--- config.mk ---
export PLATFORM = sky130hd
export DESIGN_NAME = timer_ctrl
export DESIGN_NICKNAME = d
export VERILOG_FILES = /design/src/rtl/timer_pkg.sv /design/src/rtl/button_debounce.sv /design/src/rtl/timer_ctrl.sv
export SDC_FILE = /design/constraint.sdc
export NUM_CORES = 1
export LEC_CHECK = 0
export ABC_AREA = 1
export ABC_CLOCK_PERIOD_IN_PS = 1800
export CORE_UTILIZATION = 45
export CTS_BUF_LIST = sky130_fd_sc_hd__clkbuf_8
export CTS_CLUSTER_DIAMETER = 150
export DETAILED_ROUTE_END_ITERATION = 10
export DONT_BUFFER_PORTS = 1
export PLACE_DENSITY = 0.67
export SLEW_MARGIN = 20
export SYNTH_ARGS = -nofsm -noshare
export SYNTH_HDL_FRONTEND = slang
export SYNTH_SLANG_ARGS = --single-unit
--- constraint.sdc ---
create_clock -name clk -period 1.8 [get_ports clk]
set_clock_uncertainty 0.15 [all_clocks]
set_input_delay 0.18 -clock clk [delete_from_list [all_inputs] [get_ports clk]]
set_output_delay 0.18 -clock clk [all_outputs]
set_load 0.1 [all_outputs]
--- src/rtl/timer_pkg.sv ---
// Shared encodings for the stopwatch/timer sequencing logic.
// Also provides the per-mode counter setup derived from mode and preset digits.
package timer_pkg;

  typedef enum logic [1:0] {
    MODE_UP0  = 2'd0,
    MODE_DN99 = 2'd1,
    MODE_UPP  = 2'd2,
    MODE_DNP  = 2'd3
  } timer_mode_e;

  typedef enum logic [1:0] {
    ST_IDLE  = 2'd0,
    ST_RUN   = 2'd1,
    ST_PAUSE = 2'd2,
    ST_DONE  = 2'd3
  } timer_state_e;

  localparam logic [15:0] TERM_UP = 16'h9999;
  localparam logic [15:0] TERM_DN = 16'h0000;

  typedef struct packed {
    logic        up;
    logic [15:0] load_value;
  } mode_cfg_t;

  function automatic logic [3:0] clamp_digit(input logic [3:0] d);
    return (d > 4'd9) ? 4'd9 : d;
  endfunction

  function automatic mode_cfg_t mode_cfg(input logic [1:0] m,
                                         input logic [3:0] tens,
                                         input logic [3:0] ones);
    mode_cfg_t c;
    c.up = (m == MODE_UP0) || (m == MODE_UPP);
    case (m)
      MODE_UP0:  c.load_value = 16'h0000;
      MODE_DN99: c.load_value = 16'h9999;
      default:   c.load_value = {clamp_digit(tens), clamp_digit(ones), 8'h00};
    endcase
    return c;
  endfunction

endpackage

--- src/rtl/button_debounce.sv ---
// Push-button conditioning: 2-FF synchroniser, stable-run debounce, and a
// one-cycle pulse on the debounced rising edge.
module button_debounce #(
  parameter int DEBOUNCE_CYCLES = 4
) (
  input  logic clk,
  input  logic reset,
  input  logic btn,
  output logic press
);

  localparam int CW = $clog2(DEBOUNCE_CYCLES + 1);

  logic          sync1, sync2;
  logic          level, level_q;
  logic [CW-1:0] cnt;

  always_ff @(posedge clk) begin
    if (!reset) begin
      sync1   <= 1'b0;
      sync2   <= 1'b0;
      level   <= 1'b0;
      level_q <= 1'b0;
      press   <= 1'b0;
      cnt     <= '0;
    end else begin
      sync1   <= btn;
      sync2   <= sync1;
      level_q <= level;
      press   <= level & ~level_q;
      // Any sample agreeing with the current level restarts the run.
      if (sync2 == level) begin
        cnt <= '0;
      end else if (cnt == CW'(DEBOUNCE_CYCLES)) begin
        level <= sync2;
        cnt   <= '0;
      end else begin
        cnt <= cnt + CW'(1);
      end
    end
  end

endmodule

--- src/rtl/timer_ctrl.sv ---
// Stopwatch/timer sequencer: button path, run/pause/done FSM, centisecond
// prescaler and the mode-dependent load value / direction for the BCD counter.
module timer_ctrl
  import timer_pkg::*;
#(
  parameter int DEBOUNCE_CYCLES = 4,
  parameter int TICK_DIV        = 10
) (
  input  logic        clk,
  input  logic        reset,
  input  logic        startstop,
  input  logic [1:0]  mode,
  input  logic [3:0]  preset_tens,
  input  logic [3:0]  preset_ones,
  input  logic [15:0] count_bcd,
  output logic        load,
  output logic [15:0] load_value,
  output logic        count_en,
  output logic        count_up,
  output logic        running,
  output logic        done
);

  localparam int PW = (TICK_DIV > 1) ? $clog2(TICK_DIV) : 1;

  timer_state_e  state, state_nxt;
  logic [PW-1:0] presc;
  logic          press;
  logic          load_hold;
  logic          at_term;
  mode_cfg_t     cfg_q;

  button_debounce #(
    .DEBOUNCE_CYCLES(DEBOUNCE_CYCLES)
  ) u_btn (
    .clk   (clk),
    .reset (reset),
    .btn   (startstop),
    .press (press)
  );

  assign load_value = cfg_q.load_value;
  assign count_up   = cfg_q.up;
  assign at_term    = (count_bcd == (cfg_q.up ? TERM_UP : TERM_DN));
  assign count_en   = (state == ST_RUN) && (presc == PW'(TICK_DIV - 1)) && !at_term;

  always_comb begin
    state_nxt = state;
    case (state)
      ST_IDLE:  if (press) state_nxt = at_term ? ST_DONE : ST_RUN;
      ST_RUN: begin
        // Reaching the terminal value beats a simultaneous pause request.
        if (at_term)    state_nxt = ST_DONE;
        else if (press) state_nxt = ST_PAUSE;
      end
      ST_PAUSE: if (press) state_nxt = at_term ? ST_DONE : ST_RUN;
      ST_DONE:  state_nxt = ST_DONE;
      default:  state_nxt = ST_IDLE;
    endcase
  end

  always_ff @(posedge clk) begin
    if (!reset) begin
      state     <= ST_IDLE;
      presc     <= '0;
      running   <= 1'b0;
      done      <= 1'b0;
      load      <= 1'b1;
      load_hold <= 1'b1;
      cfg_q     <= mode_cfg(mode, preset_tens, preset_ones);
    end else begin
      state     <= state_nxt;
      running   <= (state_nxt == ST_RUN);
      done      <= (state_nxt == ST_DONE);
      // load stays up one extra cycle past reset release
      load      <= load_hold;
      load_hold <= 1'b0;
      if (state == ST_RUN)
        presc <= (presc == PW'(TICK_DIV - 1)) ? '0 : presc + PW'(1);
    end
  end

endmodule
# Word-level counts from Yosys, hierarchy flattened
# Cells that the tools add are included.
# totals
reg_bits,35
input_bits,29
out_inout_bits,21
# classes
add_sub_neg,2
order_cmp,2
eq_ne,11
mux,11
bitwise_logic,4
n_reduce_logical,9
# ops
operator,n
case mux 16 bit (2 select lines),1
== test 16 bit,1
two-way mux 16 bit,1
two-way mux 4 bit,3
== test 2 bit (second input constant),4
greater-than comparator 4 bit (second input constant),2
two-way mux 2 bit,4
== test 2 x 1 -> 1 bit (second input constant),3
case mux 2 bit (3 select lines),1
adder 4 x 1 -> 4 bit (second input constant),1
== test 4 bit (second input constant),1
zero test 2 bit,2
adder 3 x 1 -> 3 bit (second input constant),1
== test 3 bit (second input constant),1
inverter 1 bit,3
OR reduction 3 bit,1
logical AND 1 bit,2
AND reduction 2 bit,1
OR reduction 2 bit,1
bitwise AND 1 bit,1
== test 1 bit,1
zero test 1 bit,1
logical OR 1 bit,1
two-way mux 1 bit,1

# Longest topological paths before layout
# Gate-level depths: netlist (run 1).
# logic_depth
word_depth,6
mapped_depth,10
depth_no_buf,10

# Hierarchy
# From an unflattened synthesis (run 1), not the netlist that was laid out.
# hier_totals
hier_cells,149
hier_area_um2,1241.2
# by_module_without_submodules
module,instances,cells_per_inst,area_each_um2,seq_area_each_um2
timer_ctrl,1,113,945.9,500.5
button_debounce,1,36,295.3,160.2

# Worst setup path before layout (run 1)
# Ideal clock, no wire load.
# synth_timing
path_kind,flip-flop to output port
start,register cfg_q (netlist bit count_up)
end,output port count_en
arrival_ps,2784
slack_ps,-1314
path_stages_with_launch,7
path_cell_list,edfxtp_1 nor2_1 nand2_1 nand2_1 nand2_1 nor2_2 a21oi_1
# synth_between
elab_chain_len,4
# synth_rtl
item,line,text
from (decl),timer_ctrl.sv:31,mode_cfg_t cfg_q;
from (signal assigned),timer_ctrl.sv:70,"cfg_q <= mode_cfg(mode, preset_tens, preset_ones);"
two-way mux 16 bit,timer_ctrl.sv:44,assign at_term = (count_bcd == (cfg_q.up ? TERM_UP : TERM_DN));
== test 16 bit,timer_ctrl.sv:44,
zero test 1 bit,timer_ctrl.sv:45,assign count_en = (state == ST_RUN) && (presc == PW'(TICK_DIV - 1)) && !at_term;
logical AND 1 bit,timer_ctrl.sv:45,
to (decl),timer_ctrl.sv:18,"output logic count_en,"
# No other way between the ends.

# Worst setup path after layout (run 1)
# layout_timing
start,register state[0]
end,output port count_en
# layout_between
elab_chain_len,3
# layout_rtl
item,line,text
from (decl),timer_ctrl.sv:26,"timer_state_e state, state_nxt;"
from (signal assigned),timer_ctrl.sv:72,state <= state_nxt;
== test 2 x 1 -> 1 bit,timer_ctrl.sv:45,
logical AND 1 bit (2 in series),timer_ctrl.sv:45,
# No other way between the ends.

==> summary.md, run 1 <==
| Metric | Value |
|---|---|
| Status | complete, no violations |
| Final Power | 1.36 mW |
| Layout cells sized above 1 | 21.1% |
| Crit path launch type | register |
| Mapped Cells | 144 |
| Dpl ws | 0.253 ns |
| Die area | 2940 um^2 |
| Clk slew on worst S/H paths | 0.09 ns |
| Post-route setup slack | 0.0268 ns |
| # setup viols final | 0 |
| Cell row count | 18 |
| Switching Power | 458 uW |
| Design area | 1530 um^2 |
| HP Class | input pin to register |
| Post-DP HPWL | 1.48 mm |
| Critical path peak fanout | 4 |
| Die height | 54.3 um |
| Final core utilization | 60.8% |
| Root Buffer | clkbuf_8 |
| H-Tree Depth | 1 |
| Placed cell area | 1390 um^2 |
| Clock Latency Late Sink | 0.27 ns |
| Initial detailed-routing violation count | 9 |
| Via count | 947 |
| Pins Over Slew Limit | 0 |
| Drt pass-1 iters | 4 |
| Clock power frac | 24.6% |
| Final std cells w/o fill | 196 |
| Effective utilization at floorplan | 48.7% |
| Number of port buffers | 0 |
| P_int | 901 uW |
| DIE WIDTH | 54.3 um |
| Yosys warns | 0 |
| Final Net Count | 198 |
| Gpl congestion | 0.759 |
| FMAX | 564 MHz |
| Clk sinks | 28 |
| Max Cap Viol | 0 |
| Core Footprint | 2520 um^2 |
| Total CTS buffers | 3 |
| Min cycle time layout | 1.77 ns |
| DR vias/cell | 4.83 |
| CTS tree | done |
| CTS max path bufs | 2 |
| Residual DRC count | 0 |
| Pleak | 0.692 nW |
| Routed WL | 2.09 mm |
| Initial antenna violation count | 0 |
| Syn Area/Cell | 8.53 um^2 |
| Final Cycle Share | 98.5% |
| Setup TNS | 0 ns |
| Crit. End Element | output pin |
| Switching share of power | 33.7% |
| Pwr dens | 886 nW/um^2 |
| Sequential cell area fraction in the yosys report | 53.8% |
| # diodes | 0 |
| Mapped cell area | 1230 um^2 |
| Flops & latches, synth | 28 |
| Area grow syn2layout | 24.8% |
| Grt total ovfl | 0 |
| Max IR drop VDD | 0.000768 V |
| Seq pwr share | 51.0% |
| Placed instance count | 183 |
| Req. time, crit path | 1.47 ns |
| Setup Fix Bufs, Post-CTS | 0 |
| Avg WL per Cell | 10.6 um |
| RSZ-0062 raised after global routing | true |
| Final hold vios | 0 |
| Largest net degree at the start of global routing | 16 |
| First-pass GRT wire length | 3.05 mm |
| Vias in the first global route | 804 |
| Fillers | 216 |
| I/O pins | 50 |
| Synth unique cells | 24 |
| DRT antenna net count | 0 |
| Tot GR Track Use | 14.9% |
| Hold WS | 0.0339 ns |
| Logic pwr share | 24.5% |
| Critical Setup Path Class | register to output pin |
| Arrival @ worst endpoint | 1.44 ns |
[state kept, by name, indices dropped and copies added (netlist names)]
signal / flops
load_value: 9
presc: 4
u_btn.cnt: 3
state: 2
count_up: 1
done: 1
load: 1
load_hold: 1
running: 1
u_btn.level: 1
u_btn.level_q: 1
u_btn.press: 1
u_btn.sync1: 1
u_btn.sync2: 1
[worst max-delay path, cell delays in order, from the launching register on]
cell,delay [ns]
dfxtp_2,0.36
inv_2,0.05
nor2_4,0.11
nand2_2,0.08
or2_4,0.25
a21oi_4,0.14
buf_12,0.19
[timing repair]
item                                   4_1_cts  5_1_grt
gates resized for setup                      2        2
hold buffers                                 9        0
cloned                                       0        0
endpoints found under the hold margin       22        0
setup endpoints to repair                    1        1
pin swaps                                    0        0
[cell usage in the layout (no fill, tap or decap)]
master / count
nor2_2: 2
conb_1: 4
nor2_1: 26
buf_16: 1
dlygate4sd3_1: 9
buf_12: 2
clkbuf_8: 3
nand4_2: 1
nor2_4: 2
nand2_2: 6
nand3_1: 3
o21ai_0: 4
edfxtp_1: 10
a31oi_1: 2
a21oi_1: 9
a21oi_4: 1
nand3_2: 1
o21ai_1: 1
or2_4: 1
xnor2_1: 1
dfxtp_2: 1
or2_1: 1
inv_2: 2
dfxtp_1: 17
xor2_1: 2
buf_4: 12
ha_1: 2
nand2_1: 18
inv_1: 20
clkinv_1: 2
[logic make-up (layout without fill, tap and decap cells)]
group	Yosys count	in the layout	share of synthesized area, %
other	1	4	0.305
AO/OA/AOI/OAI	17	17	7.13
adder cells (fa/ha/maj)	2	2	2.04
XOR/XNOR	3	3	2.14
AND/OR/NAND/NOR	61	61	22.6
flip-flops	28	28	53.8
buffers and inverters	32	51	12.0
[cell usage after synthesis (all sizes together)]
| cell | instances | area share [%] |
|---|---|---|
| o21ai | 5 | 2.0 |
| xor2 | 2 | 1.4 |
| a31oi | 2 | 1.0 |
| inv | 22 | 6.7 |
| buf | 8 | 4.7 |
| clkinv | 1 | 0.31 |
| a21oi | 10 | 4.1 |
| nand2 | 24 | 8.6 |
| conb | 1 | 0.31 |
| clkbuf | 1 | 0.31 |
| dfxtp | 18 | 29 |
| ha | 2 | 2.0 |
| nand4 | 1 | 1.0 |
| nand3 | 4 | 1.6 |
| edfxtp | 10 | 24 |
| nor2 | 30 | 10 |
| xnor2 | 1 | 0.71 |
| or2 | 2 | 1.0 |
[area by class of cell]
class / instances / area, um^2 / share of cell area (%)
Tap cell: 30 / 37.5 / 2.45
Multi-Input combinational cell: 87 / 455 / 29.7
Clock buffer: 3 / 41.3 / 2.69
Clock inverter: 1 / 3.75 / 0.245
Timing Repair Buffer: 24 / 248 / 16.2
Inverter: 23 / 86.3 / 5.63
Sequential cell: 28 / 662 / 43.1
[worst paths after layout]
path                    end  cells after the start  slack [ns]            from
max reg2reg        state[1]                      9        0.31        count_up
min          load_value[15]                      2        0.03  preset_tens[3]
min reg2reg     u_btn.press                      1        0.24   u_btn.level_q
max                count_en                      6        0.03        state[0]
[power by group through the flow]
| stage | Clock [mW] | Combinational (mW) | Sequential, mW |
|---|---|---|---|
| 2_1_floorplan | 0 | 0.133 | 0.849 |
| 5_1_grt | 0.367 | 0.347 | 0.696 |
| 6_report | 0.334 | 0.333 | 0.693 |
| 3_3_place_gp | 0 | 0.309 | 0.706 |
| 4_1_cts | 0.347 | 0.331 | 0.692 |
| 3_5_place_dp | 0 | 0.311 | 0.707 |
[per-layer routing]
layer	track usage (%)	share of wire, %	vias to the layer above
met3	2.50	5.1	7
met5	0	0	-
met1	15.6	39	429
met4	10.3	2.5	0
met2	26.8	53	35
li1	-	-	476
(Power assumes the default switching activity.)
==> inputs of run 2 (changes only) <==
- BUFFER_PORTS_ARGS: unset -> -buffer_cell sky130_fd_sc_hd__buf_2
- DONT_BUFFER_PORTS: 1 -> unset
- PLACE_DENSITY: 0.67 -> 0.82
==> run 2 against run 1 <==
Fmax grew 0.37%. Clock-buffer cell count is the same. Core utilization grew 3.2 points. First-iteration DRC count is the same. Routed wire length grew 9.1%. Sequential power shrank 0.6%. Die area is the same. Final area grew 5.2%. Register-to-register slack lost 0.15 ns. Power grew 11%. Clock power grew 44%. Largest power group unchanged.
==> summary.md, run 2 (synthesis results as in run 1) <==
| Metric | Value |
|---|---|
| Status | complete, no violations |
| Final Cycle Share | 98.1% |
| # diodes | 0 |
| Most frequent cells in the layout | buf_2 (44), nor2_1 (26), inv_1 (21) |
| Initial antenna violation count | 0 |
| Max Cap Viol | 0 |
| Tot GR Track Use | 15.6% |
| Gpl congestion | 0.718 |
| Area grow syn2layout | 31.4% |
| DIE WIDTH | 54.3 um |
| Critical path peak fanout | 5 |
| Pwr dens | 935 nW/um^2 |
| Grt total ovfl | 0 |
| P_int | 1.04 mW |
| Most common cell after layout, fill and taps aside | buf_2 |
| CTS tree | done |
| Drt pass-1 iters | 4 |
| Area occupied by registers | 662 um^2 |
| I/O pins | 50 |
| Vias in the first global route | 912 |
| First-pass GRT wire length | 3.22 mm |
| Avg WL per Cell | 10.2 um |
| Fillers | 204 |
| Cell row count | 18 |
| Crit. End Element | output pin |
| Max reg flops | 9 |
| Dpl ws | 0.242 ns |
| Final Net Count | 225 |
| Switching Power | 471 uW |
| Clk slew on worst S/H paths | 0.09 ns |
| Number of port buffers | 45 |
| Initial detailed-routing violation count | 9 |
| Core Footprint | 2520 um^2 |
| HP Class | input pin to register |
| Pins Over Slew Limit | 0 |
| RSZ-0062 raised after global routing | true |
| Via count | 1050 |
| Clock power frac | 31.8% |
| Setup TNS | 0 ns |
| Switching share of power | 31.2% |
| Placed instance count | 213 |
| Final Power | 1.51 mW |
| Routed WL | 2.28 mm |
| Logic pwr share | 22.5% |
| Post-route setup slack | 0.0334 ns |
| Total CTS buffers | 3 |
| Seq pwr share | 45.6% |
| Req. time, crit path | 1.47 ns |
| Final hold vios | 0 |
| Largest net degree at the start of global routing | 17 |
| Effective utilization at floorplan | 48.7% |
| Multi-input logic area | 469 um^2 |
| Post-DP HPWL | 1.72 mm |
| Arrival @ worst endpoint | 1.44 ns |
| Clk sinks | 28 |
| H-Tree Depth | 1 |
| DR vias/cell | 4.71 |
| Final std cells w/o fill | 223 |
| Max IR drop VDD | 0.000691 V |
| Die height | 54.3 um |
| Critical Setup Path Class | register to output pin |
| Clock Latency Late Sink | 0.27 ns |
| DRT antenna net count | 0 |
| # setup viols final | 0 |
| Die area | 2940 um^2 |
| Pleak | 0.792 nW |
| FMAX | 566 MHz |
| Min cycle time layout | 1.77 ns |
| Residual DRC count | 0 |
| Layout cells sized above 1 | 37.3% |
| CTS max path bufs | 2 |
| Root Buffer | clkbuf_8 |
| Crit path launch type | register |
[run 2: final timing paths]
kind / from / endpoint / depth (start not counted) / slack [ns]
setup / recovery: count_up / count_en / 7 / 0.03
hold / removal: mode[0] / count_up / 2 / 0.03
setup reg to reg: count_up / done / 10 / 0.16
hold reg to reg: u_btn.level_q / u_btn.press / 1 / 0.24
[run 2: area by class of cell]
type / instances / area share (%)
clock inverters: 1 / 1.86
clock buffers: 3 / 2.56
multi-input cells: 87 / 29.1
well taps: 30 / 2.33
repair buffers: 51 / 17.8
inverters: 23 / 5.35
flip-flops and latches: 28 / 41.0
[run 2: metrics by stage]
stage / util, % / cell area [um^2] / hold WS, ns
2_1_floorplan: - / 1260 / 0.128
5_1_grt: 64.0 / 1610 / 0.0338
3_3_place_gp: 58.4 / 1470 / 0.214
6_report: 64.0 / 1610 / 0.0279
3_5_place_dp: 58.4 / 1470 / 0.218
4_1_cts: 62.1 / 1570 / 0.0248
[run 2: routing by layer]
metal | GRT usage, % | vias to the layer above | share of wire, %
li1 | - | 530 | -
met1 | 14.5 | 479 | 37
met2 | 30.1 | 36 | 56
met3 | 2.50 | 5 | 4.9
met4 | 11.5 | 0 | 1.8
met5 | 0 | - | 0
[run 2: timing repair]
action	in CTS	in global routing
pin swaps	1	4
buffers inserted	1	4
gates resized for setup	2	4
setup endpoints to repair	1	1
hold endpoints to repair	1	0
hold buffers	1	0
[run 2: power by group through the flow]
stage | sequential (mW) | clock (mW) | combinational, mW
after floorplan | 0.849 | 0 | 0.133
after global placement | 0.703 | 0 | 0.323
after detailed placement | 0.704 | 0 | 0.328
after CTS | 0.689 | 0.491 | 0.330
after global routing | 0.692 | 0.516 | 0.358
final | 0.689 | 0.480 | 0.340
[run 2: critical path, stage by stage (launching register included)]
cell and delay [ns]:
edfxtp_1 0.45, nor2_1 0.13, nand2_1 0.05, nand2_1 0.08, nand2_2 0.07, nor2_4 0.15, a21oi_4 0.07, buf_12 0.17
==> inputs of run 3 (changes only) <==
- CELL_PAD_IN_SITES_DETAIL_PLACEMENT: unset -> 0
- CELL_PAD_IN_SITES_GLOBAL_PLACEMENT: unset -> 2
- CORE_UTILIZATION: 45 -> 26
- CTS_BUF_LIST: sky130_fd_sc_hd__clkbuf_8 -> sky130_fd_sc_hd__clkbuf_4 sky130_fd_sc_hd__clkbuf_8 sky130_fd_sc_hd__clkbuf_16
- PLACE_DENSITY: 0.82 -> 0.84
==> run 3 against run 2 <==
The run now ends with design-rule violations left. Fmax up 0.34%. Critical endpoint unchanged. Die area up 70%. Register-to-register slack improved by 0.18 ns. Hold slack worse by 0.012 ns. Non-clock buffer count decreased by 4. Largest cell class unchanged. Setup slack improved by 0.0059 ns. Critical path type unchanged. Routed wire length decreased by 4.4%.
==> summary.md, run 3 (synthesis results as in run 1) <==
| Metric | Value |
|---|---|
| Multi-input logic area | 460 um^2 |
| Final std cells w/o fill | 241 |
| Drt pass-1 iters | 7 |
| Critical Setup Path Class | register to output pin |
| Crit. End Element | output pin |
| FMAX | 568 MHz |
| Max-slew headroom | 66.0% |
| Gpl congestion | 0.712 |
| Status | finished with violations |
| Hold WS | 0.0157 ns |
| # diodes | 0 |
| Tot GR Track Use | 9.26% |
| Cell breakdown of the critical path | a21oi_1 -> nor2_4 -> a21oi_4 -> buf_12 |
| Arrival @ worst endpoint | 1.43 ns |
| GRT busiest layer | met2 |
| Via count | 961 |
| CTS max path bufs | 2 |
| Grt total ovfl | 0 |
| Max incr delay on CP | 0.46 ns |
| Routed WL | 2.18 mm |
| Core Footprint | 4440 um^2 |
| Slowest library cell on the worst path | edfxtp_1 |
| Worst-Margin Slew | 0.510 ns |
| Worst Setup SP | count_up |
| Die area | 5000 um^2 |
| Max IR drop VDD | 0.000479 V |
| Placed instance count | 235 |
| Final hold vios | 0 |
| Total CTS buffers | 3 |
| Final Power | 1.52 mW |
| Effective utilization at floorplan | 27.6% |
| Final core utilization | 36.1% |
| R2r startpoint | count_up |
| Number of port buffers | 45 |
| Avg WL per Cell | 9.02 um |
| Residual DRC count | 8 |
| Post-route setup slack | 0.0393 ns |
| Initial detailed-routing violation count | 32 |
| R2r endpoint | running |
| I/O pins | 50 |
| CTS tree | done |
| Worst path bufs/invs | 1 |
| Critical path peak fanout | 5 |
| Initial antenna violation count | 0 |
| First-pass GRT wire length | 3.75 mm |
| RSZ-0062 raised after global routing | true |
| H-Tree Depth | 1 |
| Cell row count | 24 |
| Clk sinks | 28 |
| Final Cycle Share | 97.8% |
| Clk slew on worst S/H paths | 0.10 ns |
| Die height | 70.7 um |
| Post-DP HPWL | 1.68 mm |
| Crit path launch type | register |
| Root Buffer | clkbuf_8 |
| # setup viols final | 0 |
| Max Cap Viol | 0 |
| Most common cell after layout, fill and taps aside | buf_2 |
| DIE WIDTH | 70.7 um |
| Pins Over Slew Limit | 0 |
| Vias in the first global route | 885 |
| Logic depth of the worst setup path including buffers | 4 |
| Min cycle time layout | 1.76 ns |
| M3 GR Usage | 0.855% |
| DRT antenna net count | 0 |
| Dpl ws | 0.260 ns |
| DR vias/cell | 3.99 |
| Global Route met1 Usage | 12.3% |
| Critical Path Sink | count_en |
| Largest net degree at the start of global routing | 17 |
| Layout cells sized above 1 | 36.0% |
| Clock Latency Late Sink | 0.28 ns |
| Req. time, crit path | 1.47 ns |
| Area occupied by registers | 662 um^2 |
| M2 GR Usage | 15.2% |
| Most frequent cells in the layout | buf_2 (44), nor2_1 (25), inv_1 (21) |
| Max reg flops | 9 |
| Worst R2R Setup Slack | 0.34 ns |
| Pleak | 0.772 nW |
| R2R cell count | 10 |
| Failing checks | design-rule violations |
| Area grow syn2layout | 30.4% |
| HP Class | input pin to register |
| Final Net Count | 221 |
| CP delay by family, top | flip-flops |
| Pwr dens | 950 nW/um^2 |
| Fillers | 468 |
run 3: cell count changes in the layout (fill, tap and decap cells not counted), sizes merged:
cell / delta
buf: -4
run 3: power breakdown:
part | switching [mW] | internal, mW
Sequential | 0.00826 | 0.681
Combinational | 0.275 | 0.0559
Clock | 0.204 | 0.298
run 3: how the worst min path moves through the flow:
stage	start	depth (start not counted)	endpoint
after detailed placement	startstop	3	u_btn.sync1
after global routing	mode[0]	2	count_up
after CTS	mode[0]	2	count_up
after floorplan	startstop	2	u_btn.sync1
final	mode[0]	2	count_up
after global placement	startstop	3	u_btn.sync1
run 3: through the flow:
stage	cell area, um^2	setup TNS [ns]
after global placement	1500	0
after detailed placement	1500	0
after CTS	1590	0
after global routing	1600	-0.0940
after floorplan	1260	-0.788
final	1600	0
run 3: final cells by class:
type                            count  area share, %
Clock buffer                        3           2.58
Clock inverter                      1           1.87
Inverter                           23           5.39
Multi-Input combinational cell     87           28.7
Sequential cell                    28           41.3
Tap cell                           52           4.06
Timing Repair Buffer               47           16.1
run 3: routing by layer:
layer  wire (um)  vias to the layer above
li1            -                      520
met1        1030                      415
met2        1040                       26
met3          99                        0
met4           0                        0
met5           0                        -
run 3: what timing repair did:
action / CTS / global route
resized for setup: 2 / 3
setup buffers: 1 / 0
hold buffers: 1 / 0
setup endpoints to repair: 1 / 1
hold endpoints to repair: 1 / 0
run 3: worst register-to-register path: stages, from the launching register on:
cell,delay [ns]
edfxtp_1,0.46
nor2_2,0.10
nand2_1,0.05
nand2_1,0.07
nand2_2,0.07
nor2_4,0.13
nand2_2,0.10
nand2_1,0.08
nand2_2,0.06
nand2_1,0.06
nor2_1,0.04
